[src/rtl/round_controller.sv]
// Round controller for a guess-the-key game: latches a round's numbers and key,
// times the player's guess, scores hits, and counts down lives until game over.
module round_controller #(
    parameter int TIMEOUT_CYCLES = 100000000,
    parameter int HOLD_CYCLES    = 25000000,
    parameter int LIVES          = 3
) (
    input  logic       clk,
    input  logic       rst,
    input  logic       start,
    input  logic [3:0] RNG_1,
    input  logic [3:0] RNG_2,
    input  logic [3:0] RNG_3,
    input  logic [3:0] Key,
    input  logic       guess_valid,
    input  logic [3:0] guess,
    output logic [3:0] Num_1,
    output logic [3:0] Num_2,
    output logic [3:0] Num_3,
    output logic [7:0] Score,
    output logic [1:0] Lives,
    output logic       Hit,
    output logic       Miss,
    output logic       Timeout,
    output logic       Game_Over,
    output logic [1:0] State
);

    typedef enum logic [1:0] {
        ST_IDLE   = 2'd0,
        ST_PLAY   = 2'd1,
        ST_RESULT = 2'd2,
        ST_OVER   = 2'd3
    } state_t;

    localparam logic [26:0] TIMEOUT_LAST = 27'(TIMEOUT_CYCLES - 1);
    localparam logic [26:0] HOLD_LAST    = 27'(HOLD_CYCLES - 1);
    localparam logic [1:0]  LIVES_INIT   = 2'(LIVES);

    state_t      state_r;
    logic [3:0]  key_r;
    logic [26:0] timer_r;
    logic [26:0] hold_r;

    logic        hit_s;
    logic        timeout_s;
    logic        hold_done_s;
    logic [1:0]  lives_dec_s;
    logic [7:0]  score_inc_s;

    assign State = state_r;

    // Round decisions: guess match, timer expiry, dwell end, saturating score/lives updates.
    always_comb begin
        hit_s       = (guess == key_r);
        timeout_s   = (timer_r == TIMEOUT_LAST);
        hold_done_s = (hold_r == HOLD_LAST);
        if (Lives != 2'd0) begin
            lives_dec_s = Lives - 2'd1;
        end else begin
            lives_dec_s = 2'd0;
        end
        if (Score != 8'hFF) begin
            score_inc_s = Score + 8'd1;
        end else begin
            score_inc_s = Score;
        end
    end

    // Game FSM with all outputs registered; result pulses default low every cycle.
    always_ff @(posedge clk or negedge rst) begin
        if (!rst) begin
            state_r   <= ST_IDLE;
            key_r     <= 4'd0;
            timer_r   <= 27'd0;
            hold_r    <= 27'd0;
            Num_1     <= 4'd0;
            Num_2     <= 4'd0;
            Num_3     <= 4'd0;
            Score     <= 8'd0;
            Lives     <= 2'd0;
            Hit       <= 1'b0;
            Miss      <= 1'b0;
            Timeout   <= 1'b0;
            Game_Over <= 1'b0;
        end else begin
            Hit     <= 1'b0;
            Miss    <= 1'b0;
            Timeout <= 1'b0;
            case (state_r)
                ST_IDLE, ST_OVER: begin
                    if (start) begin
                        Num_1     <= RNG_1;
                        Num_2     <= RNG_2;
                        Num_3     <= RNG_3;
                        key_r     <= Key;
                        Score     <= 8'd0;
                        Lives     <= LIVES_INIT;
                        timer_r   <= 27'd0;
                        hold_r    <= 27'd0;
                        Game_Over <= 1'b0;
                        state_r   <= ST_PLAY;
                    end else begin
                        state_r <= state_r;
                    end
                end
                ST_PLAY: begin
                    // A guess on the expiry cycle wins over the timeout.
                    if (guess_valid) begin
                        if (hit_s) begin
                            Score <= score_inc_s;
                            Hit   <= 1'b1;
                        end else begin
                            Lives <= lives_dec_s;
                            Miss  <= 1'b1;
                        end
                        hold_r  <= 27'd0;
                        state_r <= ST_RESULT;
                    end else if (timeout_s) begin
                        Lives   <= lives_dec_s;
                        Miss    <= 1'b1;
                        Timeout <= 1'b1;
                        hold_r  <= 27'd0;
                        state_r <= ST_RESULT;
                    end else begin
                        timer_r <= timer_r + 27'd1;
                    end
                end
                ST_RESULT: begin
                    if (hold_done_s) begin
                        if (Lives == 2'd0) begin
                            Game_Over <= 1'b1;
                            state_r   <= ST_OVER;
                        end else begin
                            Num_1   <= RNG_1;
                            Num_2   <= RNG_2;
                            Num_3   <= RNG_3;
                            key_r   <= Key;
                            timer_r <= 27'd0;
                            state_r <= ST_PLAY;
                        end
                    end else begin
                        hold_r <= hold_r + 27'd1;
                    end
                end
                default: begin
                    state_r <= ST_IDLE;
                end
            endcase
        end
    end

endmodule

[config.mk]
export PLATFORM = sky130hd
export DESIGN_NAME = round_controller
export DESIGN_NICKNAME = d
export VERILOG_FILES = /design/src/rtl/round_controller.sv
export SDC_FILE = /design/constraint.sdc
export NUM_CORES = 1
export LEC_CHECK = 0
export BUFFER_PORTS_ARGS = -buffer_cell sky130_fd_sc_hd__buf_2
export CORE_ASPECT_RATIO = 2
export CORE_UTILIZATION = 50
export CTS_BUF_LIST = sky130_fd_sc_hd__clkbuf_8 sky130_fd_sc_hd__clkbuf_16
export CTS_CLUSTER_DIAMETER = 80
export DETAILED_ROUTE_END_ITERATION = 12
export GPL_ROUTABILITY_DRIVEN = 1
export GPL_TIMING_DRIVEN = 0
export PLACE_DENSITY = 0.69
export SKIP_LAST_GASP = 1
export SLEW_MARGIN = 10
export SYNTH_ARGS = -nofsm -noshare
export SYNTH_HDL_FRONTEND = slang
export SYNTH_SLANG_ARGS = --single-unit
export TNS_END_PERCENT = 20
[constraint.sdc]
create_clock -name clk -period 2.9 [get_ports clk]
set_input_delay 0.145 -clock clk [delete_from_list [all_inputs] [get_ports clk]]
set_output_delay 0.145 -clock clk [all_outputs]
set_load 0.005 [all_outputs]
# == Word level (Yosys, flattened, before mapping) ==
# Cells that the tools add are included.
# word_totals
register_bits,86
latch_bits,0
ram_bits,0
mem_bits_ro,0
inputBits,24
output_inout_bits,28
memories,0
# op_classes
addsub,4
multipliers,0
div_mod_pow,0
n_lt_le_gt_ge,0
n_eq_ne,19
shift,0
muxes,56
bitwise,0
reduce_logical,13
# op_table
operator,n
two-way mux 27 bit,8
case mux 27 bit (3 select lines),2
adder 27 x 1 -> 27 bit (second input constant),2
two-way mux 4 bit,12
two-way mux 8 bit,4
case mux 4 bit (2 select lines),4
equality test 27 x 25 -> 1 bit (second input constant),1
equality test 27 bit (second input constant),1
two-way mux 2 bit,10
!= test 2 bit (second input constant),10
case mux 8 bit (2 select lines),1
two-way mux 1 bit,12
AND reduction 4 bit,3
AND reduction 5 bit,2
adder 8 x 1 -> 8 bit (second input constant),1
!= test 8 bit (second input constant),1
!= test 3 bit (second input constant),2
case mux 2 bit (3 select lines),1
AND reduction 3 bit,2
nonzero test 2 bit,3
equality test 2 bit (second input constant),2
equality test 4 bit,1
zero test 2 bit,2
case mux 2 bit (2 select lines),1
other kinds (4),4

# == Longest topological paths before layout ==
# depth
depth_word,5
depth_mapped,9

# == Worst setup path before layout ==
# Ideal clock, no wire load.
# synth_path
path_type,register -> register
startpoint,"register state_r[0], in the netlist State[0]"
endpoint,register Num_1[1]
setup_ns,0.125
t_arrival_ns,2.228
required_time_ns,2.775
path_slack_ns,0.547
stages_incl_launch_ff,9
n_path_buf,1
synth_period_minus_slack_ns,2.353
cell_sequence,dfrtp_1 > inv_1 > ha_1 > nor2b_1 > nor2_1 > a31oi_1 > nor2_1 > buf_2 > mux2_2
# synth_between
elab_chain_cells,4
elab_cells_between_ends,10
# synth_rtl
item,line,text
"start, declared",40,state_t state_r;
"start signal, assigned",104,state_r <= state_r;
equality test 2 bit or zero test 2 bit (tied branches),90,case (state_r)
OR reduction 2 bit,90,
!= test 2 bit (no line) or nonzero test 2 bit (tied branches),n/a,
AND reduction 4 bit (no line),n/a,
"end signal, assigned",77,Num_1 <= 4'd0;
"end signal, assigned",93,Num_1 <= RNG_1;
"end signal, assigned",135,Num_1 <= RNG_1;
"end, declared",17,"output logic [3:0] Num_1,"
# Parallel ways exist; a longest one is shown, timed or not.
# A chain may end at the register's enable or synchronous reset.

# == Worst setup path after layout ==
# layout_path
startpoint,register hold_r[2]
endpoint,register hold_r[19]
# layout_between
elab_chain_cells,3
elab_cells_between_ends,6
# layout_rtl
item,line,text
"start, declared",43,logic [26:0] hold_r;
"start signal, assigned",143,hold_r <= hold_r + 27'd1;
adder 27 x 1 -> 27 bit or equality test 27 x 25 -> 1 bit (tied branches),"143, 57",
two-way mux 27 bit or != test 2 bit (tied branches),n/a,
case mux 27 bit (3 select lines) or AND reduction 3 bit (tied branches),n/a,
# Parallel ways exist; a longest one is shown, timed or not. The select of a mux whose other input is x is not followed.

==> metrics.yaml <==
reg2reg_from: "hold_r[2]$_DFFE_PN0P_"
synth_async_sr_flop_share: 1.00
r2r_end: "hold_r[19]$_DFFE_PN0P_"
synthMuxAreaShare: 0.0489
synth_edf_count: 0
layoutNonFillerInstCount: 770
max_freq_mhz: 355
hold_end: "Num_1[2]$_DFFE_PN0P_"
synthXorXnorAreaFrac: 0.00675
avgViaCountPerCell: 6.56
start_util: 0.515
hold_path_depth: 2
synthTopCellsByArea: "dfrtp_1 41%, nand2_1 4.3%, mux2_2 4.1%"
dpl.hpwl_um: 11500
critPathSlowestCell: "nor4_2"
setup_viol: 0
drive_above_1_share: 0.165
antenna_found_initial: 0
routed_wl_um: 15700
grt_pass1_vias: 5109
grt-ovfl-total: 0
cts_htree_levels: 3
cp-startpoint: "hold_r[2]$_DFFE_PN0P_"
grtUsageTotal: 0.305
synth_seq_cells: 86
routabilityCongestion: 0.912
yosys_warnings: 0
clock_sinks: 86
io_pins: 52
outcome: "completed"
yosysUniqueCellTypes: 59
post-cts-setup-buffers: 0
cellPowerDensity_nw_per_um2: 797
postSynthAreaPerCell_sq_um: 9.14
drv_slew: 0
cp.required_ps: 3160
clk_path_buf_depth: 2
crit_arrival_ps: 3080
critical_path_class: "reg2reg"
rows: 52
yosysMostFrequentCell: "dfrtp_1"
io_buffers: 50
vias: 5053
yosysTopAreaCell: "dfrtp_1"
synth_compound_area_frac: 0.187
slowest_delay_ps: 950
hold_start: "RNG_1[2]"
n_fill_cell: 907
synth-simple-area-share: 0.297
worstMarginPinSlew_ps: 1100
ys_seq_area_frac: 0.414
clock_latency_ps: 350
timing.final.hold_violations: 0
die_area_sq_um: 10800
grt_max_degree: 62
postSynthCellCount: 568
yosys.area.top_type_share: 0.414
rsz0062_at_grt: "yes"
drc: 0
r2r_cells: 5
nets: 661
ys.flop_type: "dfrtp_1"
r2r_slack_ps: 80
synth_area_sq_um: 5190
fin_skew_ps: 7.05
p_leak_nw: 2.46
hold_path.class: "in2reg"
first_iter_violations: 339
synth_common_cells: "86 x dfrtp_1, 59 x nand2_1, 40 x nand3_1"
fp.dieW_um: 74.1
crit_path_start_kind: "flip-flop"
diodes: 0
cts_inserted_buffers: 9
ctsRootBufferMaster: "clkbuf_16"
antenna_left: 0
synthAdderAreaFrac: 0.0145
total_power_w: 0.00476
setup-tns-final_ps: 0
grt_pass1_wl_um: 25000
max_slew_margin: 0.260
die_h_um: 146
place_inst: 754
min_period_over_period: 0.971
area_growth_pct: 15.2
clkTransAtPathRegs_ps: 70
wl_per_cell_um: 20.4
ir_drop_v: 0.000686
cts_tree: "built"
crit_fanout: 8
finalCriticalPeriod_ps: 2820
first_pass_iters: 5
maxCapViolCount: 0
syn_nets: 598
synth_top_family_by_area: "simple AND/OR/NAND/NOR gates"
crit_path_cell_trace: "nand4_1 -> nor4_2 -> nand3_1 -> or4b_2 -> o211ai_1"
end_kind: "flip-flop"
core_sq_um: 10100
layout by cell type (no fill, tap or decap), types with 16 or more instances in the layout:
cell,instances
nand3_1,40
nor3_1,20
o21ai_0,30
nand2_1,59
o211ai_1,23
nor4_1,16
buf_2,53
nor2_1,23
clkbuf_1,21
nand4_1,20
mux2_2,19
and3_1,17
dfrtp_1,86
area by class of cell:
type / count / area [sq um] / share of cell area
timing repair buffer: 52 / 290 / 0.0485
multi-input combinational: 445 / 2890 / 0.484
buffer: 30 / 136 / 0.0228
clock buffer: 9 / 225 / 0.0377
tap: 135 / 169 / 0.0282
inverter: 7 / 26.3 / 0.00439
clock inverter: 6 / 87.6 / 0.0146
sequential: 86 / 2150 / 0.360
layer usage:
layer / vias to the layer above / part of all wire / track usage / wire length, um
met4: 0 / 0.052 / 0.196 / 813
li1: 2328 / - / - / -
met2: 221 / 0.55 / 0.550 / 8650
met5: - / 0 / 0 / 0
met1: 2441 / 0.35 / 0.309 / 5580
met3: 63 / 0.043 / 0.0476 / 683
cells by family after synthesis:
logic type,Yosys count
flip-flops,86
AND/OR/NAND/NOR,277
buffers and inverters,37
AO/OA/AOI/OAI,135
adder cells (fa/ha/maj),6
XOR/XNOR,4
multiplexers,23
stage by stage:
stage / hold slack [ps] / setup WS, ps / utilization / area [sq um]
floorplan: -151 / 547 / - / 5190
global placement: 376 / -233 / 0.556 / 5610
detailed placement: 79.3 / -362 / 0.559 / 5640
CTS: 28.7 / 9.33 / 0.592 / 5970
global route: 30.8 / -48.9 / 0.593 / 5980
finish: 31.4 / 84.8 / 0.593 / 5980
report_power, final:
part | switching, W | internal [W]
sequential | 0.000168 | 0.00141
clock | 0.000493 | 0.000750
combinational | 0.00124 | 0.000703
worst max path at each step:
| stage | depth (start not counted) | endpoint | slack, ps |
|---|---|---|---|
| after CTS | 8 | Num_2[3]$_DFFE_PN0P_ | 9 |
| after floorplan | 8 | Num_1[1]$_DFFE_PN0P_ | 550 |
| final | 5 | hold_r[19]$_DFFE_PN0P_ | 80 |
| after detailed placement | 9 | timer_r[9]$_DFFE_PN0P_ | -360 |
| after global routing | 9 | timer_r[10]$_DFFE_PN0P_ | -50 |
| after global placement | 9 | timer_r[10]$_DFFE_PN0P_ | -230 |
worst max-delay path: cells and delay by family (launching register included):
kind               cells  cell delay [ps]
AOI/OAI and AO/OA      1              170
DFF                    1              480
and+or+nand+nor        4             2080
registers in the layout (all words and copies together) (netlist names):
| register | count |
|---|---|
| Hit | 1 |
| Num_1 | 4 |
| key_r | 4 |
| timer_r | 27 |
| Num_2 | 4 |
| Miss | 1 |
| hold_r | 27 |
| Lives | 2 |
| State | 2 |
| Num_3 | 4 |
| Game_Over | 1 |
| Score | 8 |
| Timeout | 1 |
repair_timing:
action / 4_1_cts / 5_1_grt
hold buffers: 1 / 0
pin swaps: 0 / 1
endpoints found under the setup margin: 29 / 34
gates resized for setup: 3 / 4
endpoints found under the hold margin: 25 / 0
Note: power is estimated with default switching activity, not from simulation.
